==> config.mk <==
export PLATFORM = sky130hd
export DESIGN_NAME = stream_fork
export DESIGN_NICKNAME = d
export VERILOG_FILES = /design/src/rtl/alu_stream_pkg.sv /design/src/rtl/stream_slot.sv /design/src/rtl/stream_fork.sv
export SDC_FILE = /design/constraint.sdc
export NUM_CORES = 1
export LEC_CHECK = 0
export BUFFER_PORTS_ARGS = -buffer_cell sky130_fd_sc_hd__buf_2
export CAP_MARGIN = 0
export CORE_ASPECT_RATIO = 1.1
export CORE_UTILIZATION = 44
export DETAILED_ROUTE_END_ITERATION = 8
export GPL_ROUTABILITY_DRIVEN = 1
export GPL_TIMING_DRIVEN = 0
export PLACE_DENSITY = 0.88
export REMOVE_ABC_BUFFERS = 1
export SYNTH_ARGS = -nofsm -noshare
export SYNTH_HDL_FRONTEND = slang
export SYNTH_HIERARCHICAL = 1
export SYNTH_SLANG_ARGS = --single-unit
==> constraint.sdc <==
create_clock -name clk_i -period 1.5 [get_ports clk_i]
set_input_delay 0.15 -clock clk_i [delete_from_list [all_inputs] [get_ports clk_i]]
set_output_delay 0.15 -clock clk_i [all_outputs]
set_load 0.01 [all_outputs]
==> src/rtl/alu_stream_pkg.sv <==
// Shared types and defaults for the ALU result-stream blocks (join, fork, slots).
package alu_stream_pkg;

  localparam int DATA_IN_WIDTH_DEFAULT = 8;

  typedef enum logic {
    SLOT_EMPTY = 1'b0,
    SLOT_FULL  = 1'b1
  } slot_state_t;

endpackage : alu_stream_pkg

==> src/rtl/stream_slot.sv <==
// One-entry registered output slot: loads on 'load', empties on consumer handshake.
module stream_slot
  import alu_stream_pkg::*;
#(
  parameter int WIDTH = DATA_IN_WIDTH_DEFAULT + 1
) (
  input  logic             clk_i,
  input  logic             rst_i,
  input  logic             load,
  input  logic [WIDTH-1:0] d,
  output logic [WIDTH-1:0] q,
  output logic             valid,
  input  logic             ready,
  output logic             can_load
);

  slot_state_t      state_q;
  slot_state_t      state_d;
  logic [WIDTH-1:0] data_p1;

  // Stage boundary: slot register; data only changes on a load, so a stalled word holds
  always_ff @(posedge clk_i) begin
    if (rst_i) begin
      state_q <= SLOT_EMPTY;
      data_p1 <= '0;
    end else begin
      state_q <= state_d;
      if (load) begin
        data_p1 <= d;
      end
    end
  end

  always_comb begin
    state_d = state_q;
    case (state_q)
      SLOT_EMPTY: begin
        if (load) state_d = SLOT_FULL;
      end
      SLOT_FULL: begin
        // A load wins over a drain in the same cycle: old word leaves, new one lands
        if (load)       state_d = SLOT_FULL;
        else if (ready) state_d = SLOT_EMPTY;
      end
      default: state_d = SLOT_EMPTY;
    endcase
  end

  assign q        = data_p1;
  assign valid    = (state_q == SLOT_FULL);
  assign can_load = !valid || ready;

endmodule : stream_slot

==> src/rtl/stream_fork.sv <==
// Valid/ready broadcaster: one input stream copied to two independently drained slots.
module stream_fork
  import alu_stream_pkg::*;
#(
  parameter int DATA_IN_WIDTH = DATA_IN_WIDTH_DEFAULT
) (
  input  logic                   clk_i,
  input  logic                   rst_i,
  input  logic [DATA_IN_WIDTH:0] in,
  input  logic                   in_valid,
  output logic                   in_ready,
  output logic [DATA_IN_WIDTH:0] out_A,
  output logic                   out_A_valid,
  input  logic                   out_A_ready,
  output logic [DATA_IN_WIDTH:0] out_B,
  output logic                   out_B_valid,
  input  logic                   out_B_ready
);

  logic can_a;
  logic can_b;
  logic load;

  // Lockstep at the input: a word is taken only when both branches can hold it
  assign in_ready = can_a && can_b && !rst_i;
  assign load     = in_valid && in_ready;

  stream_slot #(
    .WIDTH(DATA_IN_WIDTH + 1)
  ) u_slot_a (
    .clk_i   (clk_i),
    .rst_i   (rst_i),
    .load    (load),
    .d       (in),
    .q       (out_A),
    .valid   (out_A_valid),
    .ready   (out_A_ready),
    .can_load(can_a)
  );

  stream_slot #(
    .WIDTH(DATA_IN_WIDTH + 1)
  ) u_slot_b (
    .clk_i   (clk_i),
    .rst_i   (rst_i),
    .load    (load),
    .d       (in),
    .q       (out_B),
    .valid   (out_B_valid),
    .ready   (out_B_ready),
    .can_load(can_b)
  );

endmodule : stream_fork

==> metrics, run 1 <==
Worst R2R End u_slot_a/q[2]; antenna violations before repair 0; most common cell after layout, fill and taps aside buf_2; post-synthesis compound-gate area fraction 0.0137; die area 1830 sq um; row cnt 15; slowest CP cell and4b_4; Worst Skew 0.0107 ns; Final #Nets 117; startpoint types flip-flop; clock network power share 0.304; die height 44.7 um; Overflow after GRT 0; vias per inst 4.82; Max-Cap Viols 0; I/O pin total 35; Synth Warn # 6; P&R area growth vs syn 27.2%; Worst Setup End Kind flip-flop; slew of the pin with the lowest slew margin 0.384 ns; violation count after the first detailed-routing iteration 7; number of global-route vias before repair 489; Non-Filler Instances 119; Syn Area/Cell 10.7 sq um; min cycle time layout 1.36 ns; Final Hold Fails 0; largest net degree at the start of global routing 23; hold slack 0.0965 ns; Worst Hold Endpoint u_slot_b/q[0]; Worst slew margin 0.744; Setup Crit Path Kind reg2reg; Distinct cells, synth 10; Die Wd 40.9 um; WL final 1350 um; multiplexer share of the synthesized area 0.247; Pwr Density 1100 nW/um^2; Root Buffer clkbuf_4; CTS Buf Count 3; Detail Route Antenna Nets 0; sequential share of power 0.560; Max Transition Viols Final 0; Filler Cells Inserted 145; remaining routing DRC violations 0; Mapped Cells 68; Skew-Pair Late Insertion Delay 0.30 ns; Tcrit/Tclk final 0.908; CP required 1.68 ns; switching power 247 uW; CTS tree yes; XOR/XNOR Fraction of Synth Area 0; clock transition at the registers of the reported paths 0.12 ns; Mapped Area 731 sq um; internal power 773 uW; Post-Synth Adder-Cell Area 0; WHS Path Cells 3; status finished clean; HPWL after DPL 955 um; VDD IR-drop max 0.604 mV; Reg-to-Reg Start u_slot_b/valid; placed cells 115; Initial Util 0.469; Crit Path Max Fanout 20; number of H-tree levels 1; Seq/Total Area, Yosys 0.548; most frequent cells in the layout buf_2 (34), dfxtp_1 (20), mux2i_1 (18), nor2_1 (18), clkbuf_4 (3); IO buf count 34; Hold Crit Start in[0]; clk sinks 20; Synth Area in Simple Gates 0.137; layout cells sized above 1 0.392; Critical Path AT 1.54 ns; Final Worst Setup Slack 0.137 ns; reg2reg path depth 4; Ant. Diodes 0; worst slack, placed -0.422 ns; drt first pass iters 6; largest family of logic cells by synthesized area multiplexers; via count 573; Hold Path Class in2reg; slowest cell delay on critical path 0.51 ns; routed wirelength normalized by instance count 11.3 um; CTS Buffer Depth 2; Core Box Area 1560 sq um; worst-path cell chain nand2b_1, and4b_4, mux2i_1, nor2_1; Leakage 0.000457 uW; Synth Register Bits 20; setup TNS 0 ns; gr usage total 0.159; first-pass GRT wire length 1940 um; Final Wtd Congestion 0.681; setup repair after global routing missed its margin false; R2R Setup Slk 0.14 ns; final setup fails 0; f_max 0.734 GHz; power share of the combinational group 0.136; switch share 0.242
## power groups by stage
stage               registers, uW  clock network, uW  logic (uW)
floorplan                     597                  0        61.1
global placement              581                  0         134
detailed placement            583                  0         140
CTS                           571                311         140
global route                  575                341         154
finish                        571                310         138
## cell usage after synthesis, drive strengths merged
| library cell | number | area (sq um) |
|---|---|---|
| nor2 | 18 | 67.6 |
| a21oi | 2 | 10.0 |
| mux2i | 18 | 180 |
| clkbuf | 2 | 10.0 |
| and4b | 1 | 10.0 |
| buf | 2 | 22.5 |
| dfxtp | 20 | 400 |
| inv | 2 | 7.51 |
| and3b | 1 | 10.0 |
| nand2b | 2 | 12.5 |
## state kept, by name (all words and copies together) (netlist names)
register        flops
u_slot_a/q          9
u_slot_a/valid      1
u_slot_b/q          9
u_slot_b/valid      1
## kinds of logic after synthesis
group                  Yosys count
AO/OA/AOI/OAI                    2
buffers and inverters            6
flip-flops                      20
multiplexers                    18
AND/OR/NAND/NOR                 22
## worst max-delay path by stage
stage                        start       endpoint  cells past startpoint  slack [ns]
finish              u_slot_b/valid  u_slot_a/q[2]                      4        0.14
detailed placement           rst_i  u_slot_a/q[7]                      4       -0.42
CTS                 u_slot_b/valid  u_slot_a/q[2]                      4        0.12
global route        u_slot_b/valid  u_slot_a/q[2]                      4        0.02
global placement             rst_i  u_slot_a/q[1]                      4       -0.35
floorplan           u_slot_b/valid  u_slot_a/q[0]                      4       -0.12
## final cells by class
type                       instances  area, sq um  area share
sequential                        20          400       0.431
multi-input combinational         42          294       0.316
timing repair buffer              34          170       0.183
clock buffer                       4         36.3      0.0390
tap                               17         21.3      0.0229
inverter                           2         7.51     0.00808
## layer usage
layer | part of all wire | vias to the layer above | global-route usage
li1 | - | 291 | -
met1 | 0.42 | 260 | 0.174
met2 | 0.52 | 20 | 0.256
met3 | 0.051 | 2 | 0.0493
met4 | 0.013 | 0 | 0.100
met5 | 0 | - | 0
## per-stage QoR
step | utilization | power (uW) | cell area, sq um
floorplan | - | 658 | 698
global placement | 0.571 | 715 | 890
detailed placement | 0.571 | 723 | 890
CTS | 0.597 | 1020 | 930
global route | 0.597 | 1070 | 930
finish | 0.597 | 1020 | 930
## worst max-delay path: cells and delay by family, from the launching register on
| family | cells | cell delay, ns |
|---|---|---|
| and+or+nand+nor | 3 | 0.66 |
| muxes | 1 | 0.25 |
| DFF | 1 | 0.33 |
## what timing repair did
item	4_1_cts	5_1_grt
buffers inserted	0	0
hold buffers	0	0
endpoints found under the setup margin	20	0
resized for setup	2	0
Power figures use the tool's default switching activity.
==> run 2, diff against run 1 <==
Settings changed: CORE_UTILIZATION 44 to 30, PLACE_DENSITY 0.88 to 0.67.
==> run 2 against run 1 <==
Net effect: register-to-register slack gained 0.02 ns; core utilization down 18 points; die area increased by 44%; worst setup slack better by 0.019 ns.
==> metrics, run 2 (synthesized netlist as in run 1, its figures left out) <==
remaining routing DRC violations 0; gr usage total 0.105; Detail Route Antenna Nets 0; CTS tree yes; Overflow after GRT 0; die height 53.8 um; via count 563; Crit Path Max Fanout 20; WHS Path Cells 3; Hold Path Class in2reg; first-pass GRT wire length 2040 um; Worst Skew 0.000661 ns; IO buf count 34; Tot Pwr 1010 uW; Final #Nets 117; worst slack, placed -0.435 ns; Initial Util 0.321; Max Transition Viols Final 0; setup repair after global routing missed its margin false; slew of the pin with the lowest slew margin 0.390 ns; largest net degree at the start of global routing 23; VDD IR-drop max 0.459 mV; number of H-tree levels 1; row cnt 18; Leakage 0.000457 uW; layout cells sized above 1 0.392; Core Box Area 2270 sq um; CP required 1.68 ns; Worst slew margin 0.740; reg2reg path depth 4; Worst Setup End Kind flip-flop; status finished clean; Final Hold Fails 0; Die Wd 49.1 um; Max-Cap Viols 0; Critical Path AT 1.52 ns; Pwr Density 1060 nW/um^2; clock transition at the registers of the reported paths 0.10 ns; die area 2640 sq um; I/O pin total 35; antenna violations before repair 0; routed wirelength normalized by instance count 10.0 um; Ant. Diodes 0; violation count after the first detailed-routing iteration 1; min cycle time layout 1.34 ns; Setup Crit Path Kind reg2reg; CTS Buffer Depth 2; Final Wtd Congestion 0.548; final core occ 0.416; Final Worst Setup Slack 0.156 ns; CTS Buf Count 3; HPWL after DPL 957 um; Skew-Pair Late Insertion Delay 0.29 ns; most common cell after layout, fill and taps aside buf_2; Root Buffer clkbuf_4; hold buffers post-CTS 0; number of global-route vias before repair 461; Tcrit/Tclk final 0.896; drt first pass iters 4; f_max 0.744 GHz; clk sinks 20; final setup fails 0; vias per inst 4.27; WL final 1330 um; most frequent cells in the layout buf_2 (34), dfxtp_1 (20), mux2i_1 (18), nor2_1 (18), clkbuf_4 (3); startpoint types flip-flop; P&R area growth vs syn 29.5%
==> run 2: final timing paths <==
| check | start | end | slack, ns |
|---|---|---|---|
| worst max-delay path | u_slot_a/valid | u_slot_a/q[2] | 0.16 |
| worst min-delay path | in[0] | u_slot_a/q[0] | 0.11 |
| worst max register to register | u_slot_a/valid | u_slot_a/q[2] | 0.16 |
| worst min register to register | u_slot_b/q[0] | u_slot_b/q[0] | 0.50 |
==> run 2: area by class of cell <==
cell class	instances	area, sq um
fill	239	1330
sequential	20	400
multi-input combinational	42	294
timing repair buffer	34	170
tap	30	37.5
clock buffer	4	36.3
inverter	2	7.51
==> run 2: routing by layer <==
layer  track usage  share of wire  vias up
li1              -              -      291
met1         0.121           0.46      250
met2         0.176           0.48       20
met3        0.0254          0.052        2
met4        0.0735         0.0083        0
met5             0              0        -
==> run 2: timing repair <==
item / CTS / global route
buffers inserted: 0 / 0
setup endpoints to repair: 20 / 0
hold endpoints to repair: 0 / 0
gates resized for setup: 2 / 0
==> run 2: critical path, stage by stage (launching register included) <==
cell	delay, ns
dfxtp_1	0.33
nand2b_1	0.10
and4b_4	0.51
mux2i_1	0.24
nor2_1	0.05
==> run 2: per-stage QoR <==
step | cell area, sq um | hold slack [ns] | instances | TNS, ns
2_1_floorplan | 698 | 0.219 | 64 | -2.12
3_3_place_gp | 906 | 0.400 | 128 | -7.07
3_5_place_dp | 906 | 0.415 | 128 | -8.08
4_1_cts | 946 | 0.0927 | 132 | 0
5_1_grt | 946 | 0.100 | 132 | 0
6_report | 946 | 0.107 | 132 | 0
==> run 2: power breakdown <==
group / switching, uW / internal [uW]
clock: 150 / 148
combinational: 70.6 / 66.4
sequential: 12.9 / 559
